<file path="config.mk">
export PLATFORM = sky130hd
export DESIGN_NAME = afc
export DESIGN_NICKNAME = d
export VERILOG_FILES = /design/src/rtl/afc_pkg.sv /design/src/rtl/afc_edge_sync.sv /design/src/rtl/afc.sv
export SDC_FILE = /design/constraint.sdc
export NUM_CORES = 1
export LEC_CHECK = 0
export ABC_AREA = 0
export CAP_MARGIN = 10
export CORE_MARGIN = 1.5
export CORE_UTILIZATION = 55
export DETAILED_ROUTE_END_ITERATION = 7
export PLACE_DENSITY = 0.74
export SKIP_CTS_REPAIR_TIMING = 1
export SLEW_MARGIN = 30
export SYNTH_ARGS = -nofsm -noshare
export SYNTH_HDL_FRONTEND = slang
export SYNTH_HIERARCHICAL = 1
export SYNTH_SLANG_ARGS = --single-unit
</file>
<file path="constraint.sdc">
create_clock -name fpre -period 3.5 [get_ports fpre]
set_clock_uncertainty 0.2 [all_clocks]
set_input_delay 0.875 -clock fpre [delete_from_list [all_inputs] [get_ports fpre]]
set_output_delay 0.875 -clock fpre [all_outputs]
set_load 0.05 [all_outputs]
</file>
<file path="src/rtl/afc_pkg.sv">
// Shared types and constants for the VCO band-select calibrator.
`timescale 1ns/100ps
package afc_pkg;

   localparam int CODE_W = 6;

   // Search starts mid-scale: only the MSB set.
   localparam logic [CODE_W-1:0] RST_CODE = {1'b1, {(CODE_W-1){1'b0}}};

   typedef enum logic [1:0] {
      SETTLE,
      MEASURE,
      DECIDE,
      DONE
   } state_t;

endpackage

</file>
<file path="src/rtl/afc_edge_sync.sv">
// Two-flop synchronizer followed by a rising-edge detector; pulse is one clk wide.
`timescale 1ns/100ps
module afc_edge_sync (
   input  logic clk,
   input  logic rst_n,
   input  logic din,
   output logic pulse
);

   logic sync_p0;
   logic sync_p1;
   logic edge_p2;

   always_ff @(posedge clk or negedge rst_n) begin
      if (!rst_n) begin
         sync_p0 <= 1'b0;
         sync_p1 <= 1'b0;
         edge_p2 <= 1'b0;
      end else begin
         sync_p0 <= din;
         sync_p1 <= sync_p0;
         edge_p2 <= sync_p1;
      end
   end

   assign pulse = sync_p1 & ~edge_p2;

endmodule

</file>
<file path="src/rtl/afc.sv">
// Automatic frequency calibrator: SAR search of the VCO band code, one bit per
// fref-vs-fdiv edge race, all counted in the fpre domain.
`timescale 1ns/100ps
module afc
   import afc_pkg::state_t;
   import afc_pkg::RST_CODE;
#(
   parameter int CODE_W = afc_pkg::CODE_W,
   parameter int WIN    = 16,
   parameter int SETTLE = 32
) (
   input  logic              fpre,
   input  logic              clr,
   input  logic              fref,
   input  logic              fdiv,
   output logic [CODE_W-1:0] out
);

   localparam int CNT_W = $clog2(WIN + 1);
   localparam int SET_W = $clog2(SETTLE);
   localparam int IDX_W = $clog2(CODE_W);

   localparam logic [CNT_W-1:0] WIN_V       = CNT_W'(WIN);
   localparam logic [SET_W-1:0] SETTLE_LAST = SET_W'(SETTLE - 1);
   localparam logic [IDX_W-1:0] IDX_TOP     = IDX_W'(CODE_W - 1);

   state_t            state;
   state_t            state_nxt;

   logic              ref_pulse;
   logic              div_pulse;

   logic [SET_W-1:0]  settle_cnt;
   logic [CNT_W-1:0]  ref_cnt;
   logic [CNT_W-1:0]  div_cnt;
   logic [CNT_W-1:0]  ref_cnt_nxt;
   logic [CNT_W-1:0]  div_cnt_nxt;
   logic [IDX_W-1:0]  idx;
   logic              too_fast;
   logic [CODE_W-1:0] code_nxt;

   logic              in_settle;
   logic              in_measure;
   logic              settle_done;
   logic              race_done;
   logic              decide_go;
   logic              last_bit;

   function automatic logic [CNT_W-1:0] sat_inc(input logic [CNT_W-1:0] cnt,
                                                input logic             hit);
      if (hit && (cnt != WIN_V)) begin
         return cnt + CNT_W'(1);
      end
      return cnt;
   endfunction

   // Input capture: fref/fdiv enter the fpre domain here
   afc_edge_sync u_ref_sync (
      .clk   (fpre),
      .rst_n (clr),
      .din   (fref),
      .pulse (ref_pulse)
   );

   afc_edge_sync u_div_sync (
      .clk   (fpre),
      .rst_n (clr),
      .din   (fdiv),
      .pulse (div_pulse)
   );

   assign ref_cnt_nxt = sat_inc(ref_cnt, ref_pulse);
   assign div_cnt_nxt = sat_inc(div_cnt, div_pulse);
   assign last_bit    = (idx == '0);

   // Control: state register
   always_ff @(posedge fpre or negedge clr) begin
      if (!clr) begin
         state <= afc_pkg::SETTLE;
      end else begin
         state <= state_nxt;
      end
   end

   always_comb begin
      state_nxt = state;
      unique case (state)
         afc_pkg::SETTLE:  if (settle_done) state_nxt = afc_pkg::MEASURE;
         afc_pkg::MEASURE: if (race_done)   state_nxt = afc_pkg::DECIDE;
         afc_pkg::DECIDE:  state_nxt = last_bit ? afc_pkg::DONE : afc_pkg::SETTLE;
         afc_pkg::DONE:    state_nxt = state;
      endcase
   end

   always_comb begin
      in_settle  = 1'b0;
      in_measure = 1'b0;
      decide_go  = 1'b0;
      unique case (state)
         afc_pkg::SETTLE:  in_settle  = 1'b1;
         afc_pkg::MEASURE: in_measure = 1'b1;
         afc_pkg::DECIDE:  decide_go  = 1'b1;
         afc_pkg::DONE:    ;
      endcase
      settle_done = in_settle && (settle_cnt == SETTLE_LAST);
      race_done   = in_measure && ((ref_cnt_nxt == WIN_V) || (div_cnt_nxt == WIN_V));
   end

   // Trial resolution: drop the bit under test if the VCO ran fast, arm the next one
   always_comb begin
      code_nxt = out;
      if (too_fast) begin
         code_nxt[idx] = 1'b0;
      end
      if (!last_bit) begin
         code_nxt[idx - IDX_W'(1)] = 1'b1;
      end
   end

   // Measurement counters and the registered code
   always_ff @(posedge fpre or negedge clr) begin
      if (!clr) begin
         settle_cnt <= '0;
         ref_cnt    <= '0;
         div_cnt    <= '0;
         too_fast   <= 1'b0;
         idx        <= IDX_TOP;
         out        <= RST_CODE;
      end else begin
         if (in_settle) begin
            settle_cnt <= settle_done ? '0 : settle_cnt + SET_W'(1);
         end

         if (settle_done) begin
            ref_cnt <= '0;
            div_cnt <= '0;
         end else if (in_measure) begin
            ref_cnt <= ref_cnt_nxt;
            div_cnt <= div_cnt_nxt;
         end

         // A same-cycle finish counts as not fast.
         if (race_done) begin
            too_fast <= (div_cnt_nxt == WIN_V) && (ref_cnt_nxt != WIN_V);
         end

         if (decide_go) begin
            out <= code_nxt;
            if (!last_bit) begin
               idx <= idx - IDX_W'(1);
            end
         end
      end
   end

endmodule

</file>
==> summary.md, run 1 <==
| Metric | Value |
|---|---|
| Outcome | `complete, no violations` |
| Initial antenna violation count | `0` |
| Cell area power density | `596 mW/mm2` |
| R2r setup slk | `~1.1 ns` |
| Worst-Margin Slew | `0.496 ns` |
| IO Port Bufs | `9` |
| Final net count | `214` |
| Via density | `5.40` |
| WP buf/inv | `1` |
| Worst-path fanout max | `3` |
| Vias in the first global route | `1238` |
| Clk root buf | `clkbuf_4` |
| Number of synthesized register bits | `33` |
| WP data required | `2.42 ns` |
| First-pass GRT wire length | `5.20 mm` |
| Starting Density | `58.1%` |
| Setup crit end | `out[5]` |
| Slew margin rel. | `66.8%` |
| Num CTS Buffers | `5` |
| Aggregate global-route resource usage | `19.5%` |
| Crit path max-delay family | `buffers and inverters` |
| P&R area growth vs syn | `10.6%` |
| Post-layout minimum cycle time | `2.75 ns` |
| Leakage | `0.945 nW` |
| Die Ht | `between 60 and 70 um` |
| Worst-path clk slew | `0.10 ns` |
| Routability Congestion | `0.889` |
| Die Wd | `60.0 um` |
| Fmax | `roughly 0.36 GHz` |
| Die ar. | `0.00360 mm2` |
| Slowest cell on crit path | `clkdlybuf4s50_1` |
| Register area share after synthesis | `46.4%` |
| Placed Cells | `between 200 and 250` |
| Max IR drop VDD | `0.325 mV` |
| Max incr delay on CP | `0.80 ns` |
| WS Path Type | `flop to output port` |
| R2r endpoint | `state[0]$_DFFE_PN0P_` |
| Reg-to-reg critical path startpoint | `div_cnt[0]$_DFFE_PN0P_` |
| Top-count cell post-synth | `nand2_1` |
| Worst Hold Class | `flop to flop` |
| Routed len/inst | `about 13 um` |
| Crit path cell chain | `clkdlybuf4s50_1` |
| Ys async rst share | `100%` |
| Mapped Area | `0.00179 mm2` |
| Diode count | `0` |
| Proportion of layout cells with a drive suffix above 1 | `12.6%` |
| CTS H-tree lvls | `2` |
| Setup crit end kind | `output port` |
| Area of the multi-input gates | `about 890 um2` |
| IO Pins | `10` |
| EDFF count, synth | `0` |
| RSZ-0062 raised after global routing | `false` |
| TritonCTS clock tree | `built` |
| Top post-synthesis cells by area | `dfrtp_1, ha_1, nand2_1, o21ai_0, dfstp_2` |
| Non-Filler Instances | `243` |
| Arrival @ worst endpoint | `1.68 ns` |
| Crit start category | `flop` |
| Yosys top cell area share | `roughly two fifths` |
| Total routed wirelength | `3.11 mm` |
| CORE AREA | `0.00308 mm2` |
| Slew Limit Fails | `0` |
| Synth Area per Inst | `between 9 and 10 um2` |
| Gr ovfl total | `0` |
| Top post-synthesis cells by count | `nand2_1, dfrtp_1, nor2_1, o21ai_0, ha_1` |
| Final setup fails | `0` |
| Hold path depth | `0` |
| Register area | `830 um2` |
| # fillers | `255` |
| Final hold vios | `0` |
| Top_reg_cell synth | `dfrtp_1` |
| Worst r2r path cells | `8` |
| Max-cap viol count | `0` |
| Most area-hungry cell type in the Yosys netlist | `dfrtp_1` |
| Netlist cell types | `38` |
| Row cnt | `20` |
| HPWL after DPL | `2.40 mm` |
| Tcrit/Tclk final | `78.7%` |
| Max Root-Sink Buffers | `2` |
| Synth warnings | `6` |
| Via count | `1313` |
| # clock sinks | `33` |
| Post-route ant nets | `0` |
| Syn Inst Count | `between 150 and 200` |
| DR iter-0 viols | `62` |
| Post-synth net total | `199` |
| Drt drc | `0` |
| Post-route setup TNS | `0 ns` |
| Largest net degree at the start of global routing | `34` |
| Crit. Startpoint | `out[5]$_DFFE_PN1P_` |
| WP depth | `1` |
| First-pass iteration count of the detailed router | `4` |
| Skew-Pair Late Insertion Delay | `0.32 ns` |
## flip-flops by register name (all words and copies together) (netlist names)
register,cells
u_div_sync/edge_p2,1
idx,3
u_ref_sync/edge_p2,1
settle_cnt,5
u_div_sync/sync_p1,1
out,6
u_ref_sync/sync_p0,1
u_div_sync/sync_p0,1
too_fast,1
u_ref_sync/sync_p1,1
state,2
ref_cnt,5
div_cnt,5
## layout by cell type, fill, tap and decap left out, types with 4 or more instances in the layout
master	netlist	layout
nand2_1	31	31
dfrtp_1	30	30
o21ai_0	17	17
nor2_1	17	17
ha_1	12	12
inv_1	10	10
clkdlybuf4s50_1	0	9
mux2i_1	5	5
xnor2_1	5	5
clkbuf_4	0	5
nor2b_1	4	4
nand3_1	4	4
a21oi_1	4	4
## cell families after synthesis
logic type / synth area share, %
and+or+nand+nor: 20.9
adders and majority gates: 8.40
buffers and inverters: 3.57
DFF: 46.4
xor gates and xnor gates: 3.92
AOI/OAI and AO/OA: 10.6
muxes: 6.16
## layout make-up
type,instances,area share [%]
clock buffers,6,2.09
inverters,13,2.47
clock inverters,2,0.506
flip-flops and latches,33,42.0
well taps,44,2.78
multi-input cells,135,45.3
repair buffers,10,4.94
## worst min path at each step
stage                                 startpoint                            to  slack (ns)
floorplan           u_div_sync/sync_p0$_DFF_PN0_  u_div_sync/sync_p1$_DFF_PN0_        0.13
global placement    u_div_sync/sync_p0$_DFF_PN0_  u_div_sync/sync_p1$_DFF_PN0_        0.14
detailed placement  u_div_sync/sync_p0$_DFF_PN0_  u_div_sync/sync_p1$_DFF_PN0_        0.14
CTS                 u_div_sync/sync_p0$_DFF_PN0_  u_div_sync/sync_p1$_DFF_PN0_        0.17
global route        u_div_sync/sync_p0$_DFF_PN0_  u_div_sync/sync_p1$_DFF_PN0_        0.18
finish              u_div_sync/sync_p0$_DFF_PN0_  u_div_sync/sync_p1$_DFF_PN0_        0.16
## metal layers
layer	GRT usage [%]	share of wire (%)	up-vias
li1	-	-	643
met1	24.7	45	638
met2	32.1	50	26
met3	5.19	3.5	6
met4	6.67	1.4	0
met5	0	0	-
## worst reg2reg max path: stages (launching register included)
cell     delay [ns]
dfrtp_1        0.44
inv_1          0.08
ha_1           0.32
nor2b_1        0.14
o21ai_0        0.09
mux2i_1        0.14
nand3_1        0.11
a311o_2        0.44
mux2_4         0.30
## report_power, final
part | total [W] | internal [W] | switching, W
sequential | 0.000555 | 0.000462 | 0.0000924
combinational | 0.000428 | 0.000209 | 0.000220
clock | 0.000195 | 0.0000764 | 0.000118
total | 0.00118 | 0.000747 | 0.000430
## per-stage QoR
stage	area, um2	setup slack, ns	total power, W	util [%]	hold WS (ns)
2_1_floorplan	1790	1.30	0.000899	-	0.131
3_3_place_gp	1930	1.12	0.000955	62.6	0.140
3_5_place_dp	1930	1.11	0.000993	62.6	0.136
4_1_cts	1980	0.729	0.00119	64.2	0.166
5_1_grt	1980	0.684	0.00128	64.2	0.179
6_report	1980	0.745	0.00118	64.2	0.161
(Power assumes the default switching activity.)
==> run 2: changes to the inputs <==
--- a/config.mk
+++ b/config.mk
@@ -8,9 +8,9 @@
 export ABC_AREA = 0
 export CAP_MARGIN = 10
 export CORE_MARGIN = 1.5
-export CORE_UTILIZATION = 55
+export CORE_UTILIZATION = 53
 export DETAILED_ROUTE_END_ITERATION = 7
-export PLACE_DENSITY = 0.74
+export PLACE_DENSITY = 0.75
 export SKIP_CTS_REPAIR_TIMING = 1
 export SLEW_MARGIN = 30
 export SYNTH_ARGS = -nofsm -noshare
==> constraint.sdc (replaced) <==
create_clock -name fpre -period 2.3 [get_ports fpre]
set_clock_uncertainty 0.2 [all_clocks]
set_input_delay 0.575 -clock fpre [delete_from_list [all_inputs] [get_ports fpre]]
set_output_delay 0.575 -clock fpre [all_outputs]
set_load 0.05 [all_outputs]
==> run 2 against run 1 <==
Routed wire length rose by 0.97%; sequential cell count did not move; cell count rose by 1.2%; first-iteration DRC count rose by 65%.
==> summary.md, run 2 (synthesized netlist as in run 1, its figures left out) <==
| Metric | Value |
|---|---|
| WP data required | `2.33 ns` |
| Row cnt | `20` |
| M1 WL | `1.43 mm` |
| Slew margin rel. | `65.9%` |
| Slew Limit Fails | `0` |
| Die Ht | `61.1 um` |
| Drt drc | `0` |
| Aggregate global-route resource usage | `between 10% and 20%` |
| TritonCTS clock tree | `built` |
| Routed len/inst | `12.8 um` |
| # clock sinks | `33` |
| IO Pins | `10` |
| Arrival @ worst endpoint | `2.26 ns` |
| Total routed wirelength | `about 3.1 mm` |
| Pre-CTS setup slack | `0.0513 ns` |
| P&R area growth vs syn | `14.3%` |
| RSZ-0062 raised after global routing | `true` |
| Worst-path clk slew | `~0.10 ns` |
| Commonest cells after routing, fill and taps aside | `nand2_1, dfrtp_1, nor2_1` |
| Skew-Pair Late Insertion Delay | `0.34 ns` |
| Tcrit/Tclk final | `96.7%` |
| Fmax | `0.449 GHz` |
| Final Instance Area | `0.00204 mm2` |
| Worst Hold Class | `flop to flop` |
| Placed cell areas | `~0.002 mm2` |
| Cell area power density | `950 mW/mm2` |
| Final net count | `217` |
| CTS H-tree lvls | `2` |
| Worst-Margin Slew | `0.511 ns` |
| Starting Density | `between 50% and 60%` |
| Routability Congestion | `0.854` |
| Post-layout minimum cycle time | `2.22 ns` |
| First-pass GRT wire length | `5.21 mm` |
| Crit start category | `flop` |
| Max IR drop VDD | `around 0.53 mV` |
| Max Root-Sink Buffers | `2` |
| Outcome | `complete, no violations` |
| Die ar. | `0.00373 mm2` |
| Vias in the first global route | `1244` |
| Clk root buf | `clkbuf_4` |
| Die Wd | `61.1 um` |
| Max-cap viol count | `0` |
| Commonest non-fill, non-tap cell in the layout | `nand2_1` |
| HPWL after DPL | `roughly 2.3 mm` |
| Placed Cells | `about 240` |
| Post-route ant nets | `0` |
| # fillers | `245` |
| Initial antenna violation count | `0` |
| Met3 WL | `around 150 um` |
| Final hold vios | `0` |
| Gr ovfl total | `0` |
| Diode count | `0` |
| DR iter-0 viols | `slightly above 100` |
| Leakage | `1.05 nW` |
| Largest net degree at the start of global routing | `34` |
| Detail Route met2 WL | `1.53 mm` |
| Final Power | `roughly 0.002 W` |
| Worst-path fanout max | `2` |
| Proportion of layout cells with a drive suffix above 1 | `~17%` |
| Final setup fails | `0` |
| Max reg flops | `6` |
| Final Worst Setup Slack | `0.0752 ns` |
| Num CTS Buffers | `5` |
| Via count | `1312` |
| CORE AREA | `0.00313 mm2` |
| Non-Filler Instances | `246` |
| Via density | `between 5 and 6` |
| First-pass iteration count of the detailed router | `4` |
| Setup crit end kind | `flop` |
| Top sig layer | `met4` |
| Most flop-heavy register | `out` |
| WS Path Type | `flop to flop` |
| IO Port Bufs | `9` |
## run 2: changes by cell type in the layout (fill, tap and decap cells not counted), moves of 2 or more
cell             previous run  this run
buf_4                       1         6
clkdlybuf4s50_1             9         3
clkbuf_8                    0         2
dlymetal6s2s_1              0         4
## run 2: cell type report
cell class	count	area (um2)	area share, %
inverter	13	48.8	2.39
multi-input combinational	135	915	44.8
sequential	33	830	40.6
timing repair buffer	13	125	6.12
clock inverter	1	5.00	0.245
tap	44	55.1	2.69
clock buffer	7	65.1	3.18
## run 2: path summary, 6_finish.rpt
check                      slack, ns                      endpoint  depth (start not counted)                    startpoint
setup reg to reg                0.08          state[0]$_DFFE_PN0P_                          8        div_cnt[0]$_DFFE_PN0P_
setup / recovery                0.08          state[0]$_DFFE_PN0P_                          8        div_cnt[0]$_DFFE_PN0P_
max in group asynchronous       1.14            idx[0]$_DFFE_PN1P_                          2                           clr
min in group asynchronous       0.43  u_div_sync/edge_p2$_DFF_PN0_                          2                           clr
hold reg to reg                 0.16  u_ref_sync/sync_p1$_DFF_PN0_                          0  u_ref_sync/sync_p0$_DFF_PN0_
hold / removal                  0.16  u_ref_sync/sync_p1$_DFF_PN0_                          0  u_ref_sync/sync_p0$_DFF_PN0_
## run 2: report_power, final
group	switching [W]	total, W	internal, W
registers	0.000125	0.000829	0.000704
logic	0.000371	0.000743	0.000372
clock network	0.000193	0.000370	0.000177
## run 2: critical path: stages (launching register included)
cell	delay [ns]
dfrtp_1	0.36
inv_1	0.06
ha_1	0.32
nor2b_2	0.14
o21ai_0	0.09
mux2i_1	0.13
nand3_1	0.11
a311o_2	0.42
mux2_4	0.30
## run 2: layer usage
metal  GRT usage (%)  up-vias
met2            31.2       23
met1            23.1      634
met5               0        -
li1                -      652
met3            8.61        3
met4            6.83        0
## run 2: per-stage QoR
stage	hold WS [ns]	setup TNS (ns)	utilization, %
4_1_cts	0.173	-0.0676	64.4
2_1_floorplan	0.0794	0	-
3_5_place_dp	0.149	0	62.1
6_report	0.165	0	65.3
3_3_place_gp	0.141	0	62.1
5_1_grt	0.181	-0.0117	65.3
==> run 3: changes to the inputs <==
--- a/config.mk
+++ b/config.mk
@@ -5,7 +5,6 @@
 export SDC_FILE = /design/constraint.sdc
 export NUM_CORES = 1
 export LEC_CHECK = 0
-export ABC_AREA = 0
 export CAP_MARGIN = 10
 export CORE_MARGIN = 1.5
 export CORE_UTILIZATION = 53
==> results of run 3 <==
Same layout as run 2: the final DEF is identical, and so are final timing and power.
